--- config.mk ---
export PLATFORM = sky130hd
export DESIGN_NAME = branch_compare_unit
export DESIGN_NICKNAME = d
export VERILOG_FILES = /design/src/rtl/branch_compare_unit_pkg.sv /design/src/rtl/branch_compare_unit_chunk_compare.sv /design/src/rtl/branch_compare_unit.sv
export SDC_FILE = /design/constraint.sdc
export NUM_CORES = 1
export LEC_CHECK = 0
export BUFFER_PORTS_ARGS = -buffer_cell sky130_fd_sc_hd__buf_2
export CORE_MARGIN = 2
export CORE_UTILIZATION = 55
export DETAILED_ROUTE_END_ITERATION = 10
export HOLD_SLACK_MARGIN = 0.15
export PLACE_DENSITY = 0.81
export SYNTH_ARGS = -nofsm -noshare
export SYNTH_HDL_FRONTEND = slang
export SYNTH_SLANG_ARGS = --single-unit
--- constraint.sdc ---
create_clock -name clk -period 5.4 [get_ports clk]
set_input_delay 0.54 -clock clk [delete_from_list [all_inputs] [get_ports clk]]
set_output_delay 0.54 -clock clk [all_outputs]
set_load 0.02 [all_outputs]
--- src/rtl/branch_compare_unit_pkg.sv ---
// Shared definitions for branch_compare_unit: RV32I branch funct3 codes,
// FSM state encoding and the taken/illegal decode helpers.
package branch_compare_unit_pkg;

  localparam logic [2:0] F3_BEQ  = 3'b000;
  localparam logic [2:0] F3_BNE  = 3'b001;
  localparam logic [2:0] F3_BLT  = 3'b100;
  localparam logic [2:0] F3_BGE  = 3'b101;
  localparam logic [2:0] F3_BLTU = 3'b110;
  localparam logic [2:0] F3_BGEU = 3'b111;

  typedef enum logic [1:0] {
    IDLE = 2'd0,
    SCAN = 2'd1,
    DONE = 2'd2
  } state_t;

  function automatic logic branch_taken(input logic [2:0] f3, input logic eq,
                                        input logic lt, input logic ltu);
    logic t;
    case (f3)
      F3_BEQ:  t = eq;
      F3_BNE:  t = !eq;
      F3_BLT:  t = lt;
      F3_BGE:  t = !lt;
      F3_BLTU: t = ltu;
      F3_BGEU: t = !ltu;
      default: t = 1'b0;
    endcase
    return t;
  endfunction

  function automatic logic funct3_illegal(input logic [2:0] f3);
    return f3[2:1] == 2'b01;
  endfunction

endpackage

--- src/rtl/branch_compare_unit_chunk_compare.sv ---
// Combinational CHUNK-wide compare: inequality via xor-reduce plus a
// magnitude compare that is signed or unsigned depending on signed_mode.
module chunk_compare #(
  parameter int CHUNK = 8
) (
  input  logic [CHUNK-1:0] a,
  input  logic [CHUNK-1:0] b,
  input  logic             signed_mode,
  output logic             neq,
  output logic             lt
);

  assign neq = |(a ^ b);

  always_comb begin
    lt = 1'b0;
    if (signed_mode) lt = $signed(a) < $signed(b);
    else             lt = a < b;
  end

endmodule

--- src/rtl/branch_compare_unit.sv ---
// Multi-cycle branch comparator scanning operands MSB-first, CHUNK bits per cycle.
// Define BRANCH_CMP_EARLY_EXIT_EN to leave SCAN on the first differing chunk.
module branch_compare_unit
  import branch_compare_unit_pkg::*;
#(
  parameter int WIDTH = 32,
  parameter int CHUNK = 8
) (
  input  logic             clk,
  input  logic             rst,
  input  logic             in_valid,
  output logic             in_ready,
  input  logic [WIDTH-1:0] a,
  input  logic [WIDTH-1:0] b,
  input  logic [2:0]       funct3,
  input  logic             flush,
  output logic             out_valid,
  input  logic             out_ready,
  output logic             taken,
  output logic             eq,
  output logic             lt,
  output logic             ltu,
  output logic             illegal,
  output logic             busy
);

  localparam int NCHUNK = WIDTH / CHUNK;
  localparam int IDXW   = (NCHUNK > 1) ? $clog2(NCHUNK) : 1;
`ifdef BRANCH_CMP_EARLY_EXIT_EN
  localparam bit EARLY_EXIT = 1'b1;
`else
  localparam bit EARLY_EXIT = 1'b0;
`endif

  state_t            state, state_next;
  logic [WIDTH-1:0]  a_r, b_r;
  logic [2:0]        f3_r;
  logic [IDXW-1:0]   idx;
  logic              decided, eq_r, lt_r, ltu_r;

  logic [CHUNK-1:0]  a_ch [NCHUNK];
  logic [CHUNK-1:0]  b_ch [NCHUNK];
  logic [CHUNK-1:0]  cur_a, cur_b;
  logic              top_chunk, c_neq, c_lt, c_ltu;
  logic              accept, exit_scan;

  for (genvar gi = 0; gi < NCHUNK; gi++) begin : g_chunks
    assign a_ch[gi] = a_r[gi*CHUNK +: CHUNK];
    assign b_ch[gi] = b_r[gi*CHUNK +: CHUNK];
  end

  assign cur_a     = a_ch[idx];
  assign cur_b     = b_ch[idx];
  assign top_chunk = (idx == IDXW'(NCHUNK - 1));

  chunk_compare #(.CHUNK(CHUNK)) u_cmp (
    .a           (cur_a),
    .b           (cur_b),
    .signed_mode (top_chunk),
    .neq         (c_neq),
    .lt          (c_lt)
  );

  // When the top chunk's sign bits differ, the unsigned order is the inverse of the signed one.
  assign c_ltu = c_lt ^ (top_chunk & (cur_a[CHUNK-1] ^ cur_b[CHUNK-1]));

  assign accept    = (state == IDLE) && in_valid && !flush;
  assign exit_scan = (idx == '0) || (EARLY_EXIT && c_neq);

  always_ff @(posedge clk or posedge rst) begin
    if (rst) state <= IDLE;
    else     state <= state_next;
  end

  always_comb begin
    state_next = state;
    case (state)
      IDLE: if (accept) state_next = SCAN;
      SCAN: begin
        if (flush)          state_next = IDLE;
        else if (exit_scan) state_next = DONE;
      end
      DONE: begin
        if (flush)          state_next = IDLE;
        else if (out_ready) state_next = IDLE;
      end
      default: state_next = IDLE;
    endcase
  end

  always_ff @(posedge clk or posedge rst) begin
    if (rst) begin
      a_r     <= '0;
      b_r     <= '0;
      f3_r    <= '0;
      idx     <= '0;
      decided <= 1'b0;
      eq_r    <= 1'b0;
      lt_r    <= 1'b0;
      ltu_r   <= 1'b0;
    end else if (accept) begin
      a_r     <= a;
      b_r     <= b;
      f3_r    <= funct3;
      idx     <= IDXW'(NCHUNK - 1);
      decided <= 1'b0;
      eq_r    <= 1'b1;
      lt_r    <= 1'b0;
      ltu_r   <= 1'b0;
    end else if (state == SCAN && !flush) begin
      // Only the first differing chunk (MSB-first) sets the ordering flags.
      if (c_neq && !decided) begin
        decided <= 1'b1;
        eq_r    <= 1'b0;
        lt_r    <= c_lt;
        ltu_r   <= c_ltu;
      end
      if (!exit_scan) idx <= idx - 1'b1;
    end
  end

  always_comb begin
    in_ready  = (state == IDLE) && !rst;
    out_valid = (state == DONE);
    busy      = (state != IDLE);
    eq        = out_valid & eq_r;
    lt        = out_valid & lt_r;
    ltu       = out_valid & ltu_r;
    taken     = out_valid & branch_taken(f3_r, eq_r, lt_r, ltu_r);
    illegal   = out_valid & funct3_illegal(f3_r);
  end

endmodule

Yosys cells after proc, flatten, opt, wreduce, memory -nomap -nowiden. Cells that the tools add are included.

Bits of input ports: 72. Bits in writable memories: 0. Word-level logic and storage cells: 86. Register bits: 75. ROM bits: 0. Latch bits: 0. Memories: 0.

Reductions and logical operators: 21. $lt $le $gt $ge: 3. Multiplexer cells: 29. $mul: 0. Shift-type cells: 0. Equal/unequal tests: 13. Bitwise operators: 10. Add/sub/neg operators: 1. Div/mod/pow operators: 0.

Operators by type and width (count): $bmux W8 S2 (2); $mux W8 (4); $lt A8 B8 Y1 (2); $mux W2 (8); $mux W1 (13); $eq A3 B3 Y1 const B (4); $reduce_or A8 Y1 (1); $xor A8 B8 Y8 (1); $and A1 B1 Y1 (6); $logic_not A1 Y1 (6); $pmux W1 S6 (1); $pmux W2 S3 (1); $reduce_bool A2 Y1 (3); $logic_and A1 B1 Y1 (5); $eq A2 B1 Y1 const B (2); $eq A2 B2 Y1 const B (2); $logic_not A2 Y1 (2); $ne A2 B2 Y1 const B (2); $reduce_and A2 Y1 (2); $eq A3 B1 Y1 const B (1); $ge A3 B3 Y1 const B (1); $logic_not A3 Y1 (1); $ne A3 B2 Y1 const B (1); $ne A3 B3 Y1 const B (1); 4 further kinds (5).

Depth between registers and ports, before layout. Gate-level depths: netlist of the first run.

Depth in word-level cells: 10. Depth in mapped cells: 9.

Modules after synthesis. A second synthesis of the first run with hierarchy kept.

Cells, all modules: 391. Area, all modules: 3673.5 µm².

Modules (own cells, without submodules): branch_compare_unit (cells an instance 361, area each 3464.6 µm², times used 1); chunk_compare (cells an instance 30, area each 209.0 µm², times used 1).

Worst setup path after synthesis of the first run. No wires, ideal clock.

Path kind: reg-to-reg. Start point: register idx[0]. End point: register lt_r. Setup time: 0.104 ns. Required time: 5.296 ns. Period minus slack after synthesis: 2.620 ns. Path slack: 2.780 ns. Data arrival time: 2.516 ns. Path buffers: 2. Cell stages (with the launch flop): 9. Cell sequence: dfrtp_1 > buf_2 > buf_2 > mux4_2 > ha_1 > nand4_1 > o21ai_0 > or2_2 > o311ai_1.

Longest elaborated chain between the ends: 9.

Ends and longest elaborated chain: from (decl) (line branch_compare_unit.sv:38) `logic [IDXW-1:0] idx;`; from (signal assigned) (line branch_compare_unit.sv:105) `idx <= IDXW'(NCHUNK - 1);`; from (signal assigned) (line branch_compare_unit.sv:118) `if (!exit_scan) idx <= idx - 1'b1;`; $not A2 Y3 (implied by the code) (line branch_compare_unit.sv:52, branch_compare_unit.sv:53); $bmux W8 S2 (on tied branches) (line branch_compare_unit.sv:52, branch_compare_unit.sv:53); $mux W8 (on tied branches) (2 in a row) (line branch_compare_unit.sv:52, branch_compare_unit.sv:53); $lt A8 B8 Y1 (tied with other cells) (line branch_compare_unit_chunk_compare.sv:18) `else lt = a < b;`; $mux W1 or $reduce_or A8 Y1 (tied branches) (line branch_compare_unit_chunk_compare.sv:17, branch_compare_unit_chunk_compare.sv:13); $mux W1 or $logic_and A1 B1 Y1 (tied branches) (line branch_compare_unit.sv:112) `if (c_neq && !decided) begin`; $mux W1 or $reduce_bool A2 Y1 (tied branches); $mux W1 or $reduce_and A2 Y1 (tied branches); to (signal assigned) (line branch_compare_unit.sv:115) `lt_r <= c_lt;`; to (decl) (line branch_compare_unit.sv:39) `logic decided, eq_r, lt_r, ltu_r;`.

Several ways; a longest one is shown, not always the timed one. The select of a mux whose other input is x is not followed. A chain may end at the register's enable or synchronous reset.

Worst setup path in the final report of the first run. Ends and elaborated chain as after synthesis.

==> out/results.ini, run 1 <==
[timing]
worst_slew_pin_slew_ns=0.995
rsz0062_at_grt=false
finalCritPeriodShare_pct=57.6
fin_skew_ns=0.00452
final.min_clock_period_ns=3.11
tns_ns=0
fmax_mhz=321
whs_ns=0.382
drv_slew=0
report.final.hold_viol_count=0
relSlewSlack_pct=33.7
finalSetupViolCount=0

[run_status]
outcome=completed

[clock_network]
clkLatencyLatePin_ns=0.34
cts_sinks=75
htreeDepth=3
clockRootBuffer=clkbuf_8
tritoncts=yes
post_cts_buffers=0
post_cts_resized=0
cts_buffers=9
cts_max_path_buffers=2
ctsHoldBuffers=0
clk_pin_slew_ns=0.07

[pwr]
clockPowerShare_pct=20.7
p_sw_mw=0.670
pwr-share-comb_pct=34.4
p_per_area_mw_per_mm2=464
p_seq_share_pct=45.0
ir_drop_mv=0.282
p_int_mw=1.27
power_leakage_nw=2.31
p_sw_share_pct=34.5

[worst_setup_path]
critical_path_buf_inv_count=0
required_ns=5.63
critPathSlowestCell=dfrtp_1
crit_type=register to register
critPathArrivalTime_ns=3.34
slowest_delay_ns=1.00
setup.worst_path.start_class=register
endpoint_kind=register
crit_chain=mux4_2, ha_1, nand4_1, o21ai_0, nand3_1, o311ai_1
crit_family=flip-flops
crit_fanout=18

[grt]
grt_max_degree=76
overflow=0
use_met1_pct=27.4
grt_pass1_wl_um=12400
grt_usage_pct=21.8
grt_use_met2_pct=36.8
met3_usage_pct=5.25
grt_pass1_vias=2806
grt_most_used_layer=met2
antenna_found_initial=0

[worst_hold_path]
hp-class=input pin to register

[job]
max_cap_violations=0

[synthesis]
synth_seq_area_share_pct=51.6
ys.flop_type=dfrtp_1
syn_inst=386
avgSynthCellArea_um2=9.43
syn_area_mm2=0.00364
synth_edf_count=0
synth-seq-cells=75
syn_nets=468
synth.distinct_cells=35
yosys_warnings=0
async_reset_ff_share_pct=100

[final_layout]
drive_above_1_share_pct=24.6
final_common_cell=nand2_1
mostFrequentLayoutCells=nand2_1, buf_2, dfrtp_1, mux4_2, inv_1
syn_to_final_growth_pct=14.9
finalNetCount=541
finalCoreUtilization_pct=65.5
diodes=0

[route]
drc=0
drt_pass1_iterations=5
avgRoutedWirePerCell_um=13.6
drt_first_iter_violations=222
routed_wl_um=7330
antenna_left=0
drt-vias-per-instance=5.12
vias=2765

[floorplan]
die_x_um=85.4
ios=80
std_cell_rows=29
die_y_um=85.4
start_util_pct=57.0
die_area_mm2=0.00728
core-area_mm2=0.00639

[place]
gp_congestion=0.789
numPortBuffers=79
dp_hpwl_um=5200

[Yosys cell counts (3+ instances only)]
master,number,area share [%]
ha_1,10,3.4
buf_4,3,0.62
buf_6,8,2.5
a21oi_1,5,0.69
mux4_2,16,9.9
nand2_1,207,21
and2_1,4,0.69
buf_2,7,0.96
dfrtp_1,75,52
inv_1,15,1.5
nand3_1,3,0.41
o21ai_0,4,0.55
[metrics by stage]
stage | area [µm²] | worst slack [ns] | cells | power, mW
6_report | 4180 | 2.29 | 540 | 1.94
5_1_grt | 4180 | 1.99 | 540 | 2.09
4_1_cts | 4180 | 2.28 | 540 | 1.95
3_5_place_dp | 4010 | 2.29 | 525 | 1.55
3_3_place_gp | 4010 | 2.53 | 525 | 1.50
2_1_floorplan | 3640 | 2.78 | 386 | 1.38
[per-layer routing]
layer  wire length [µm]  part of all wire [%]
met1               3090                    42
met2               3780                    52
met3                309                   4.2
met4                147                   2.0
met5                  0                     0
[tightest hold or removal path: stages]
cell and delay, ns:
buf_2 0.07, nand2_1 0.04, nand2_1 0.04
[path summary, 6_finish.rpt]
check | end | depth (start not counted) | slack (ns) | start
hold reg to reg | a_r[19] | 2 | 0.47 | a_r[19]
setup reg to reg | lt_r | 6 | 2.29 | idx[0]
setup / recovery | lt_r | 6 | 2.29 | idx[0]
max in group asynchronous | b_r[8] | 3 | 4.32 | rst
hold / removal | b_r[22] | 3 | 0.38 | b[22]
min in group asynchronous | a_r[27] | 3 | 0.48 | rst
[sequential cells by signal, indices dropped and copies added (netlist names)]
name and flops:
a_r 32, b_r 32, decided 1, eq_r 1, f3_r 3, idx 2
lt_r 1, ltu_r 1, state 2
[kinds of logic (layout without fill, tap and decap cells)]
kind of cell / count (synthesis) / after routing / synth area share, %
AO/OA/AOI/OAI: 16 / 16 / 2.75
buffers and inverters: 35 / 112 / 5.81
adder cells (fa/ha/maj): 10 / 10 / 3.44
XOR/XNOR: 3 / 3 / 0.722
AND/OR/NAND/NOR: 230 / 230 / 25.5
multiplexers: 17 / 17 / 10.2
flip-flops: 75 / 75 / 51.6
[power groups by stage]
stage,clock network [mW],registers [mW],logic (mW)
2_1_floorplan,0,0.794,0.585
3_3_place_gp,0,0.879,0.622
3_5_place_dp,0,0.885,0.668
4_1_cts,0.407,0.875,0.672
5_1_grt,0.431,0.897,0.766
6_report,0.401,0.873,0.668
[area by class of cell]
cell class / count / area [µm²]
Sequential cell: 75 / 1880
Inverter: 15 / 56.3
Timing Repair Buffer: 82 / 418
Clock inverter: 3 / 40.0
Multi-Input combinational cell: 276 / 1560
Tap cell: 77 / 96.3
Clock buffer: 12 / 135
Fill cell: 541 / 2210
Note: power is estimated with default switching activity, not from simulation.
==> run 2, diff against run 1 <==
CORE_UTILIZATION = 54   (was 55)
PLACE_DENSITY = 0.79   (was 0.81)
clock period = 3.15 ns   (was 5.4 ns; I/O delays follow)
==> run 2 against run 1 <==
  * First-iteration DRC count down 27%
  * Clock power up 110%
  * Routed wire length up 7.1%
  * Design area up 5.4%
  * Via count up 3.4%
  * Register-to-register slack worse by 1.8 ns
  * Clock skew up 0.0035 ns
  * Sequential cell count unchanged
  * Final cell count up 3.3%
  * Maximum frequency up 17%
  * Hold slack worse by 0.23 ns
  * Critical path type unchanged
  * Largest power group unchanged
==> out/results.ini, run 2 (synthesized netlist as in run 1, its figures left out) <==
[floorplan]
core-area_mm2=0.00642  ; +0.57%
die_area_mm2=0.00741  ; +1.8%
die_x_um=86.1  ; +0.88%
die_y_um=86.1  ; +0.88%
start_util_pct=56.7  ; -0.32 points
ios=80  ; unchanged
std_cell_rows=29  ; unchanged

[timing]
tns_ns=0  ; unchanged
rsz0062_at_grt=false
fmax_mhz=375  ; +17%
worst_slew_pin_slew_ns=0.760  ; -0.235 ns
relSlewSlack_pct=49.3  ; +16 points
finalSetupViolCount=0  ; unchanged
final.min_clock_period_ns=2.66  ; -0.448 ns
finalCritPeriodShare_pct=84.6  ; +27 points
fin_skew_ns=0.00799  ; +0.00347 ns
report.final.hold_viol_count=0  ; unchanged
drv_slew=0  ; unchanged

[route]
routed_wl_um=7850  ; +7.1%
drt_first_iter_violations=161  ; -27%
antenna_left=0  ; unchanged
drt-vias-per-instance=5.12  ; about the same
vias=2858  ; +3.4%
drt_pass1_iterations=4  ; -1
drc=0  ; unchanged
avgRoutedWirePerCell_um=14.1  ; +3.7%

[place]
detailed_place.area_mm2=0.00403  ; +0.50%
gp_congestion=0.812  ; +2.9%
dp_hpwl_um=5420  ; +4.2%
numPortBuffers=79  ; unchanged

[clock_network]
post_cts_buffers=0  ; unchanged
htreeDepth=3  ; unchanged
clockRootBuffer=clkbuf_8
cts_max_path_buffers=2  ; unchanged
cts_sinks=75  ; unchanged
cts_buffers=9  ; unchanged
tritoncts=yes
clkLatencyLatePin_ns=0.35  ; about the same
clk_pin_slew_ns=0.08  ; about the same

[final_layout]
fin_area_mm2=0.00440  ; +5.4%
reg_top3=a_r x32, b_r x32, f3_r x3
final_common_cell=nand2_1
drive_above_1_share_pct=24.3  ; -0.30 points
syn_to_final_growth_pct=21.0
multi_input_area_mm2=0.00156  ; unchanged
mostFrequentLayoutCells=nand2_1, buf_2, dfrtp_1, mux4_2, dlygate4sd3_1
n_fill_cell=520  ; -3.9%
diodes=0  ; unchanged
seq_area_mm2=0.00188  ; unchanged
finalNetCount=558  ; +3.1%

[worst_setup_path]
worst_r2r_path_depth=6  ; unchanged
required_ns=3.40  ; -2.23 ns
rr_startpoint=idx[1]
crit_type=register to register
r2r-end=lt_r
reg2reg_slack_ns=0.49  ; -1.80 ns
crit_fanout=19  ; +1
critPathArrivalTime_ns=2.91  ; -0.43 ns
setup.worst_path.start_class=register
endpoint_kind=register

[pwr]
p_total_mw=3.52  ; +81%
power_leakage_nw=2.41  ; +4.2%
p_per_area_mw_per_mm2=798  ; +72%
ir_drop_mv=0.463  ; +64%

[grt]
grt_usage_pct=24.0  ; +2.2 points
grt_pass1_vias=2906  ; +3.6%
grt_pass1_wl_um=13500  ; +9.5%
antenna_found_initial=0  ; unchanged
overflow=0  ; unchanged
grt_max_degree=69  ; -9.2%

[run_status]
outcome=completed

[worst_hold_path]
hp-start=a[31]
holdPathStages=3  ; unchanged
hold-path-endpoint=a_r[31]
hp-class=input pin to register

[job]
max_cap_violations=0  ; unchanged

run 2: cell count changes in the layout (fill, tap and decap cells not counted):
cell | before | now
clkbuf_8 | 9 | 10
bufinv_16 | 1 | 2
buf_12 | 0 | 1
dlygate4sd3_1 | 0 | 16
clkinv_4 | 0 | 1
clkinv_2 | 2 | 1
clkbuf_1 | 3 | 2
run 2: report_power, final:
| group | internal, mW | switching [mW] | total (mW) |
|---|---|---|---|
| logic | 0.607 | 0.622 | 1.23 |
| clock network | 0.469 | 0.361 | 0.830 |
| registers | 1.24 | 0.217 | 1.46 |
run 2: routing by layer:
layer	part of all wire (%)	global-route usage [%]
met1	41	28.7
met2	52	42.2
met3	4.4	4.23
met4	2.4	11.0
met5	0	0
run 2: metrics by stage:
stage                     cells  util, %  hold slack [ns]  worst slack, ns
final                       558     68.6            0.153            0.485
after global routing        558     68.6            0.153            0.230
after CTS                   558     68.6            0.151            0.508
after detailed placement    526     62.7            0.460            0.547
after global placement      526     62.7            0.453            0.700
after floorplan             386        -            0.378            0.530
run 2: critical path, cell delays in order, from the launching register on:
cell,delay [ns]
dfrtp_1,0.84
mux4_2,0.41
ha_1,0.35
nand4_1,0.22
o21ai_0,0.49
nand3_1,0.14
o311ai_1,0.11
run 2: how the worst max path moves through the flow:
stage               startpoint  endpoint
finish                  idx[1]      lt_r
CTS                     idx[1]      lt_r
global route            idx[1]      lt_r
floorplan               idx[0]      lt_r
detailed placement      idx[1]      lt_r
global placement        idx[1]      lt_r
run 2: what timing repair did:
item | CTS | global route
hold buffers | 16 | 0
endpoints found under the hold margin | 46 | 0
resized for setup | 0 | 0
run 2: cell type report:
| class | instances | share of cell area [%] |
|---|---|---|
| Clock buffer | 12 | 3.30 |
| Clock inverter | 4 | 1.68 |
| Sequential cell | 75 | 42.6 |
| Multi-Input combinational cell | 276 | 35.4 |
| Timing Repair Buffer | 99 | 13.6 |
| Tap cell | 77 | 2.19 |
| Inverter | 15 | 1.28 |
==> run 3, diff against run 2 <==
clock period = 2.5 ns   (was 3.15 ns; I/O delays follow)
==> run 3 against run 2 <==
  * Setup slack got worse by 0.46 ns
  * Count of clock-buffer cells in the layout fell by 2
  * Combinational power grew 55%
  * Clock skew is 0.0019 ns higher
  * Critical endpoint unchanged
  * Largest power group is now combinational cells
==> out/results.ini, run 3 (synthesized netlist as in run 1, its figures left out) <==
[run_status]
outcome=completed

[floorplan]
die_y_um=86.1  ; unchanged
start_util_pct=56.7  ; unchanged
die_x_um=86.1  ; unchanged
std_cell_rows=29  ; unchanged
core-area_mm2=0.00642  ; unchanged
die_area_mm2=0.00741  ; unchanged
ios=80  ; unchanged

[job]
max_cap_violations=0  ; unchanged

[worst_setup_path]
crit_fanout=12  ; -7
setup.worst_path.start_class=register
required_ns=2.76  ; -0.64 ns
critPathArrivalTime_ns=2.74  ; -0.17 ns
endpoint_kind=register
reg2reg_slack_ns=0.02  ; -0.46 ns
crit_type=register to register

[final_layout]
final_cells=617  ; +11%
finalNetCount=618  ; +11%
drive_above_1_share_pct=23.3  ; -0.99 points
final_common_cell=nand2_1
n_fill_cell=398  ; -23%
reg_top3=a_r x32, b_r x32, f3_r x3
syn_to_final_growth_pct=37.6
diodes=0  ; unchanged
mostFrequentLayoutCells=nand2_1, buf_2, dfrtp_1, dlygate4sd3_1, mux4_2
finalCoreUtilization_pct=78.0  ; +9.4 points

[grt]
grt_usage_pct=29.3  ; +5.3 points
grt_pass1_wl_um=16400  ; +21%
grt_max_degree=69  ; unchanged
grt_pass1_vias=3480  ; +20%
overflow=0  ; unchanged
antenna_found_initial=0  ; unchanged

[clock_network]
clk_pin_slew_ns=0.08  ; about the same
clkLatencyLatePin_ns=0.37  ; +0.02 ns
cts_buffers=9  ; unchanged
tritoncts=yes
htreeDepth=3  ; unchanged
clockRootBuffer=clkbuf_8
cts_max_path_buffers=2  ; unchanged
cts_sinks=75  ; unchanged

[timing]
finalCritPeriodShare_pct=99.0  ; +14 points
fin_skew_ns=0.00986  ; +0.00187 ns
worst_slew_pin_slew_ns=0.659  ; -0.101 ns
final.min_clock_period_ns=2.48  ; -0.189 ns
fmax_mhz=404  ; +7.6%
whs_ns=0.157  ; +0.00393 ns
finalSetupViolCount=0  ; unchanged
drv_slew=0  ; unchanged
tns_ns=0  ; unchanged
relSlewSlack_pct=56.1  ; +6.7 points
report.final.hold_viol_count=0  ; unchanged

[worst_hold_path]
hp-class=input pin to register

[route]
drt-vias-per-instance=5.33  ; +4.1%
vias=3289  ; +15%
drc=0  ; unchanged
drt_first_iter_violations=258  ; +60%
routed_wl_um=10200  ; +29%
antenna_left=0  ; unchanged
drt_pass1_iterations=4  ; unchanged
avgRoutedWirePerCell_um=16.5  ; +17%

[pwr]
power_leakage_nw=2.67  ; +11%
p_per_area_mw_per_mm2=952  ; +19%
ir_drop_mv=0.657  ; +42%
p_total_mw=4.77  ; +36%

[place]
numPortBuffers=79  ; unchanged
dp.cells=530  ; +0.76%
gp_congestion=0.853  ; +5.1%
dp_hpwl_um=5520  ; +1.9%

run 3: worst paths after layout:
check | start | end | cells past startpoint
max | idx[0] | lt_r | 7
min | out_ready | state[1] | 3
max reg2reg | idx[0] | lt_r | 7
min reg2reg | a_r[8] | a_r[8] | 2
max in group asynchronous | rst | b_r[21] | 4
min in group asynchronous | rst | state[0] | 4
run 3: what timing repair did:
action / CTS / global route
gates resized for setup: 0 / 2
hold endpoints to repair: 143 / 0
setup buffers: 0 / 3
hold buffers: 69 / 0
endpoints found under the setup margin: 0 / 3
run 3: final cells by class:
| type | instances | area, µm² | area share (%) |
|---|---|---|---|
| sequential | 75 | 1880 | 37.5 |
| clock buffer | 10 | 138 | 2.75 |
| tap | 77 | 96.3 | 1.92 |
| clock inverter | 5 | 77.6 | 1.55 |
| timing repair buffer | 159 | 1190 | 23.8 |
| inverter | 15 | 56.3 | 1.12 |
| multi-input combinational | 276 | 1570 | 31.4 |
run 3: routing by layer:
metal / track usage (%) / wire length [µm] / up-vias
li1: - / - / 1534
met1: 33.8 / 3740 / 1586
met2: 52.4 / 5580 / 136
met3: 5.10 / 486 / 33
met4: 14.6 / 361 / 0
met5: 0 / 0 / -
run 3: power by group:
part	internal (mW)	total (mW)	switching (mW)	leakage [nW]
registers	1.56	1.82	0.259	0.927
logic	0.951	1.91	0.961	1.63
clock network	0.580	1.03	0.455	0.108
run 3: stage by stage:
| step | worst slack [ns] | instance area (µm²) |
|---|---|---|
| 2_1_floorplan | 0.0185 | 3650 |
| 3_3_place_gp | 0.191 | 4070 |
| 4_1_cts | 0.0481 | 4970 |
| 3_5_place_dp | 0.0619 | 4070 |
| 6_report | 0.0242 | 5010 |
| 5_1_grt | -0.0470 | 5010 |
run 3: worst max-delay path, stage by stage, from the launching register on:
cell and delay (ns):
dfrtp_1 0.40, buf_12 0.16, mux4_2 0.52, ha_1 0.35, nand4_1 0.20, o21ai_0 0.14
or2_2 0.31, o311ai_1 0.29
